--- src/rtl/pipe_pkg.sv ---
// Shared definitions for the datapath pipeline stage registers.
package pipe_pkg;

  // Default data word width of the 16-bit datapath.
  localparam int WORD_W_DEF = 16;

  // Occupancy of a stage: nothing held, main entry held, main and skid held.
  typedef enum logic [1:0] {
    ST_EMPTY = 2'd0,
    ST_ONE   = 2'd1,
    ST_TWO   = 2'd2
  } stage_state_t;

  // Bit positions inside the decode-control vector.
  localparam int CTRL_COMPUTE     = 0;
  localparam int CTRL_COMPUTE_IMM = 1;
  localparam int CTRL_LW          = 2;
  localparam int CTRL_SW          = 3;
  localparam int CTRL_LHB         = 4;
  localparam int CTRL_LLB         = 5;
  localparam int CTRL_B           = 6;
  localparam int CTRL_BR          = 7;
  localparam int CTRL_PCS         = 8;
  localparam int CTRL_HLT         = 9;

endpackage

--- src/rtl/pipe_entry.sv ---
// One beat of storage: data words plus decode-control bits.
// The control part can be cleared independently so a flushed entry never
// carries live decode signals; the data part is simply left stale.
module pipe_entry
  import pipe_pkg::*;
#(
  parameter int DATA_W = 5 * WORD_W_DEF,
  parameter int CTRL_W = 10
) (
  input  logic              clk,
  input  logic              rst,
  input  logic              load_i,
  input  logic              clr_ctrl_i,
  input  logic [DATA_W-1:0] data_i,
  input  logic [CTRL_W-1:0] ctrl_i,
  output logic [DATA_W-1:0] data_o,
  output logic [CTRL_W-1:0] ctrl_o
);

  logic [DATA_W-1:0] data_q;
  logic [CTRL_W-1:0] ctrl_q;

  // Load on enable; a ctrl clear wins over a simultaneous load.
  always_ff @(posedge clk) begin
    if (rst) begin
      data_q <= '0;
      ctrl_q <= '0;
    end else begin
      if (load_i) begin
        data_q <= data_i;
      end
      if (clr_ctrl_i) begin
        ctrl_q <= '0;
      end else if (load_i) begin
        ctrl_q <= ctrl_i;
      end
    end
  end

  assign data_o = data_q;
  assign ctrl_o = ctrl_q;

endmodule

--- src/rtl/pipe_stage.sv ---
// Pipeline stage register with valid/ready handshake, optional skid buffer,
// synchronous flush and a saturating back-pressure counter.
module pipe_stage
  import pipe_pkg::*;
#(
  parameter int WORD_W    = WORD_W_DEF,
  parameter int NUM_WORDS = 5,
  parameter int CTRL_W    = 10,
  parameter int SKID      = 1,
  parameter int CNT_W     = 16
) (
  input  logic                        clk,
  input  logic                        rst,
  input  logic                        flush,
  input  logic                        in_valid,
  output logic                        in_ready,
  input  logic [NUM_WORDS*WORD_W-1:0] in_words,
  input  logic [CTRL_W-1:0]           in_ctrl,
  output logic                        out_valid,
  input  logic                        out_ready,
  output logic [NUM_WORDS*WORD_W-1:0] out_words,
  output logic [CTRL_W-1:0]           out_ctrl,
  output logic [CNT_W-1:0]            stall_cnt
);

  localparam int DATA_W = NUM_WORDS * WORD_W;

  logic              valid_q;
  logic              in_xfer;
  logic              out_xfer;
  logic [DATA_W-1:0] main_data;
  logic [CTRL_W-1:0] main_ctrl;
  logic [CNT_W-1:0]  stall_q;

  assign out_xfer  = valid_q && out_ready;
  assign out_valid = valid_q;
  assign out_words = main_data;
  // A bubble must never present decode signals downstream.
  assign out_ctrl  = main_ctrl & {CTRL_W{valid_q}};
  assign stall_cnt = stall_q;

  generate
    if (SKID != 0) begin : g_skid
      stage_state_t      state_q, state_d;
      logic              in_ready_q;
      logic              main_load, skid_load;
      logic [DATA_W-1:0] main_din, skid_data;
      logic [CTRL_W-1:0] main_cin, skid_ctrl;

      // in_ready is a flop so upstream sees no path from out_ready.
      assign in_ready = in_ready_q;
      assign in_xfer  = in_valid && in_ready_q;

      // Next occupancy and which entry loads from where.
      always_comb begin
        state_d   = state_q;
        main_load = 1'b0;
        skid_load = 1'b0;
        main_din  = in_words;
        main_cin  = in_ctrl;
        if (flush) begin
          state_d = ST_EMPTY;
        end else begin
          case (state_q)
            ST_EMPTY: begin
              if (in_xfer) begin
                state_d   = ST_ONE;
                main_load = 1'b1;
              end
            end
            ST_ONE: begin
              if (in_xfer && !out_xfer) begin
                state_d   = ST_TWO;
                skid_load = 1'b1;
              end else if (in_xfer) begin
                main_load = 1'b1;
              end else if (out_xfer) begin
                state_d = ST_EMPTY;
              end
            end
            ST_TWO: begin
              if (out_xfer) begin
                state_d   = ST_ONE;
                main_load = 1'b1;
                main_din  = skid_data;
                main_cin  = skid_ctrl;
              end
            end
            default: state_d = ST_EMPTY;
          endcase
        end
      end

      // Occupancy register with valid and ready decoded one cycle ahead.
      always_ff @(posedge clk) begin
        if (rst) begin
          state_q    <= ST_EMPTY;
          valid_q    <= 1'b0;
          in_ready_q <= 1'b1;
        end else begin
          state_q    <= state_d;
          valid_q    <= (state_d != ST_EMPTY);
          in_ready_q <= (state_d != ST_TWO);
        end
      end

      pipe_entry #(.DATA_W(DATA_W), .CTRL_W(CTRL_W)) u_main (
        .clk        (clk),
        .rst        (rst),
        .load_i     (main_load),
        .clr_ctrl_i (flush),
        .data_i     (main_din),
        .ctrl_i     (main_cin),
        .data_o     (main_data),
        .ctrl_o     (main_ctrl)
      );

      pipe_entry #(.DATA_W(DATA_W), .CTRL_W(CTRL_W)) u_skid (
        .clk        (clk),
        .rst        (rst),
        .load_i     (skid_load),
        .clr_ctrl_i (flush),
        .data_i     (in_words),
        .ctrl_i     (in_ctrl),
        .data_o     (skid_data),
        .ctrl_o     (skid_ctrl)
      );
    end else begin : g_single
      // Accept whenever the single entry is free or is leaving this cycle.
      assign in_ready = !valid_q || out_ready;
      assign in_xfer  = in_valid && in_ready;

      // Valid flag of the single entry.
      always_ff @(posedge clk) begin
        if (rst) begin
          valid_q <= 1'b0;
        end else if (flush) begin
          valid_q <= 1'b0;
        end else if (in_xfer) begin
          valid_q <= 1'b1;
        end else if (out_xfer) begin
          valid_q <= 1'b0;
        end
      end

      pipe_entry #(.DATA_W(DATA_W), .CTRL_W(CTRL_W)) u_main (
        .clk        (clk),
        .rst        (rst),
        .load_i     (in_xfer && !flush),
        .clr_ctrl_i (flush),
        .data_i     (in_words),
        .ctrl_i     (in_ctrl),
        .data_o     (main_data),
        .ctrl_o     (main_ctrl)
      );
    end
  endgenerate

  // Count cycles the head beat is blocked; saturate, ignore flush.
  always_ff @(posedge clk) begin
    if (rst) begin
      stall_q <= '0;
    end else if (valid_q && !out_ready && (stall_q != {CNT_W{1'b1}})) begin
      stall_q <= stall_q + CNT_W'(1);
    end
  end

endmodule

--- config.mk ---
export PLATFORM = sky130hd
export DESIGN_NAME = pipe_stage
export DESIGN_NICKNAME = d
export VERILOG_FILES = /design/src/rtl/pipe_pkg.sv /design/src/rtl/pipe_entry.sv /design/src/rtl/pipe_stage.sv
export SDC_FILE = /design/constraint.sdc
export NUM_CORES = 1
export LEC_CHECK = 0
export BUFFER_PORTS_ARGS = -buffer_cell sky130_fd_sc_hd__buf_2
export CELL_PAD_IN_SITES_DETAIL_PLACEMENT = 1
export CELL_PAD_IN_SITES_GLOBAL_PLACEMENT = 2
export CORE_MARGIN = 1.5
export CORE_UTILIZATION = 30
export CTS_CLUSTER_SIZE = 20
export DETAILED_ROUTE_END_ITERATION = 8
export PLACE_DENSITY_LB_ADDON = 0.1
export SETUP_SLACK_MARGIN = 0.3
export SLEW_MARGIN = 20
export SYNTH_ARGS = -nofsm -noshare
export SYNTH_HDL_FRONTEND = slang
export SYNTH_SLANG_ARGS = --single-unit
--- constraint.sdc ---
create_clock -name clk -period 1.9 [get_ports clk]
set_input_delay 0.19 -clock clk [delete_from_list [all_inputs] [get_ports clk]]
set_output_delay 0.19 -clock clk [all_outputs]
set_load 0.01 [all_outputs]
==> flow_summary.toml <==
[run_status]
outcome = "complete, no violations"

[floorplan]
row_count = 59
initial_utilization = 0.306
die_area_um2 = 27600
die_x_um = 166
dieHeight_um = 166
fp.coreArea_um2 = 26100
ios = 203

[timing]
final_hold_viol_count = 0
timing.slew.headroom = 0.626
fin_setup_tns_ns = 0
skew_ns = 0.0205
setup_viol = 0
period_needed_ns = 1.70
rsz0062_at_grt = "yes"
hold_slack_ns = 0.0116
post-route-period-util = 0.894
max_freq_ghz = 0.589
worst-slew-pin-transition_ns = 0.562
maxSlewViolCount = 0

[synth]
synth_top_flop_cell = "dfxtp_1"
synth_compound_area_frac = 0.184
synthMuxAreaShare = 0.0152
yosysWarningCount = 0
synthAdderAreaFrac = 0.00157
synth_most_common_cell = "nand2_1"
netlist_top_cells_count = "346 x nand2_1, 200 x dfxtp_1, 107 x nor2_1"
synth_xor_area_frac = 0.00220
ys_types = 44
synth_top_area_cell = "dfxtp_1"
yosys-top-cells-area = "dfxtp_1 50%, nand2_1 16%, a311oi_1 8.9%, a21oi_1 6.3%, nor2_1 5.0%"
synth.cell_area_um2 = 7980
synth-edff-count = 0
async_reset_ff_frac = 0
synthSimpleGateAreaFrac = 0.252
syn_avg_cell_area_um2 = 7.87
seq_area_frac_synth = 0.502
synth_top_family_by_area = "simple AND/OR/NAND/NOR gates"
synth_top_area_frac = 0.502
ys_ff_latch = 200
synthCells = 1014
synth.net_count = 1110

[global_route]
grt_max_degree = 107
track_usage = 0.213
grt_pass1_vias = 8224
grt.overflow.total = 0
antenna_found_initial = 1
grt_pass1_wl_um = 46600

[power]
ir_drop_uv = 436
power_density_nw_per_um2 = 754
p_leak_nw = 5.08

[worst_hold_path]
hp-class = "in2reg"
min_to = "g_skid.u_skid.data_o[73]"
worstHoldStart = "in_words[73]"
min_path_cells = 3

[final_layout]
area_growth_pct = 56.5
finalInstanceArea_um2 = 12500
diodes = 0
drive_above_1_share = 0.327
nNetsFinal = 1415

[critical_path]
critical_path.max_fanout = 7
reg2reg_depth = 7
cp-start-kind = "flip-flop"
cp-end-kind = "flip-flop"
reg2reg_setup_slack_ns = 0.20
path_class = "reg2reg"
regToRegEndpoint = "g_skid.u_skid.data_o[15]"
r2r-start = "g_skid.state_q[1]"
crit_required_ns = 2.20
arrival_ns = 2.00

[cts]
cts_made_buffers = 17
cts.sinks = 200
clock_latency_ns = 0.45
cts_tree = "built"
root_buffer = "clkbuf_16"
htreeDepth = 4
path_clk_slew_ns = 0.07
cts_buffer_depth = 2

[placement]
port_buffers = 202
hpwl_um = 16000
place_area_um2 = 9550
gp_congestion = 0.768

[route]
vias = 8443
vias_per_cell = 5.06
drc = 0
ant_nets = 0
drt_wl_total_um = 32100
first_pass_iters = 5
wl_per_cell_um = 19.3
dr.first_iter.drc_count = 385

[flow_run]
maxCapViolations = 0
==> sequential cells by signal, summed over array words and instances, names as in the netlist <==
name	flops
g_skid.u_main.data_o	80
g_skid.u_skid.ctrl_o	10
in_ready	1
g_skid.u_main.ctrl_o	10
g_skid.u_skid.data_o	80
out_valid	1
g_skid.state_q	2
stall_cnt	16
==> what timing repair did <==
action                     in CTS  in global routing
buffers inserted               26                  8
cloned                         16                 16
resized for setup              68                100
hold buffers                   65                  0
setup endpoints to repair     167                198
hold endpoints to repair       65                  0
pin swaps                      18                 71
==> stage by stage <==
step                      worst slack, ns  total power, mW  instances   util
after global placement              0.140             5.38       1504  0.366
after CTS                           0.213             9.37       1643  0.449
after detailed placement           0.0648             5.39       1504  0.366
after global routing                0.129             9.79       1667  0.479
after floorplan                     0.218             4.98       1014      -
final                               0.201             9.42       1667  0.479
==> cell usage in the layout (no fill, tap or decap), types with 5 or more instances in the layout <==
master	synthesis	layout
a21oi_1	101	98
and2_4	0	5
a211oi_1	15	14
buf_6	0	17
mux2i_1	11	9
nand2_2	0	20
a311oi_1	81	73
nor2_1	107	94
nor2_2	0	12
and2_1	11	6
nand2_4	0	21
buf_2	16	199
buf_16	0	17
nand2_1	346	305
a311oi_2	0	8
buf_12	0	16
buf_4	0	36
dfxtp_1	200	191
clkbuf_16	0	29
dfxtp_2	0	6
dlygate4sd3_1	0	65
nor3_1	6	5
==> logic make-up after synthesis <==
group,count (synthesis)
buffers and inverters,85
XOR/XNOR,2
AO/OA/AOI/OAI,212
flip-flops,200
multiplexers,12
adder cells (fa/ha/maj),1
AND/OR/NAND/NOR,502
==> critical path, stage by stage (launching register included) <==
cell	delay, ns
dfxtp_2	0.33
or2_4	0.26
buf_6	0.12
or3_4	0.37
buf_12	0.18
clkbuf_16	0.18
nand2_2	0.07
a21oi_1	0.05
==> how the worst max path moves through the flow <==
| stage | start | endpoint | slack (ns) |
|---|---|---|---|
| after floorplan | stall_cnt[5] | stall_cnt[15] | 0.22 |
| after CTS | out_valid | g_skid.u_main.data_o[0] | 0.21 |
| after global routing | out_valid | g_skid.u_main.data_o[18] | 0.13 |
| after detailed placement | g_skid.state_q[1] | g_skid.u_main.data_o[64] | 0.06 |
| after global placement | g_skid.state_q[1] | g_skid.u_main.data_o[19] | 0.14 |
| final | g_skid.state_q[1] | g_skid.u_skid.data_o[15] | 0.20 |
==> layout make-up <==
type / count / area [um^2]
fill: 3075 / 13600
multi-input combinational: 729 / 4100
sequential: 200 / 4020
timing repair buffer: 369 / 3350
clock buffer: 19 / 433
tap: 335 / 419
clock inverter: 13 / 151
inverter: 2 / 7.51
==> layer usage <==
layer  vias up  part of all wire  global-route usage
met5         -           0.00040                   0
met2       171              0.47               0.355
met3        25             0.041              0.0360
met4         2             0.012              0.0533
li1       4085                 -                   -
met1      4160              0.47               0.285
==> power breakdown <==
| group | internal [mW] | switching [mW] |
|---|---|---|
| logic | 0.603 | 0.632 |
| clock network | 1.88 | 1.86 |
| registers | 4.34 | 0.102 |
(Power assumes the default switching activity.)
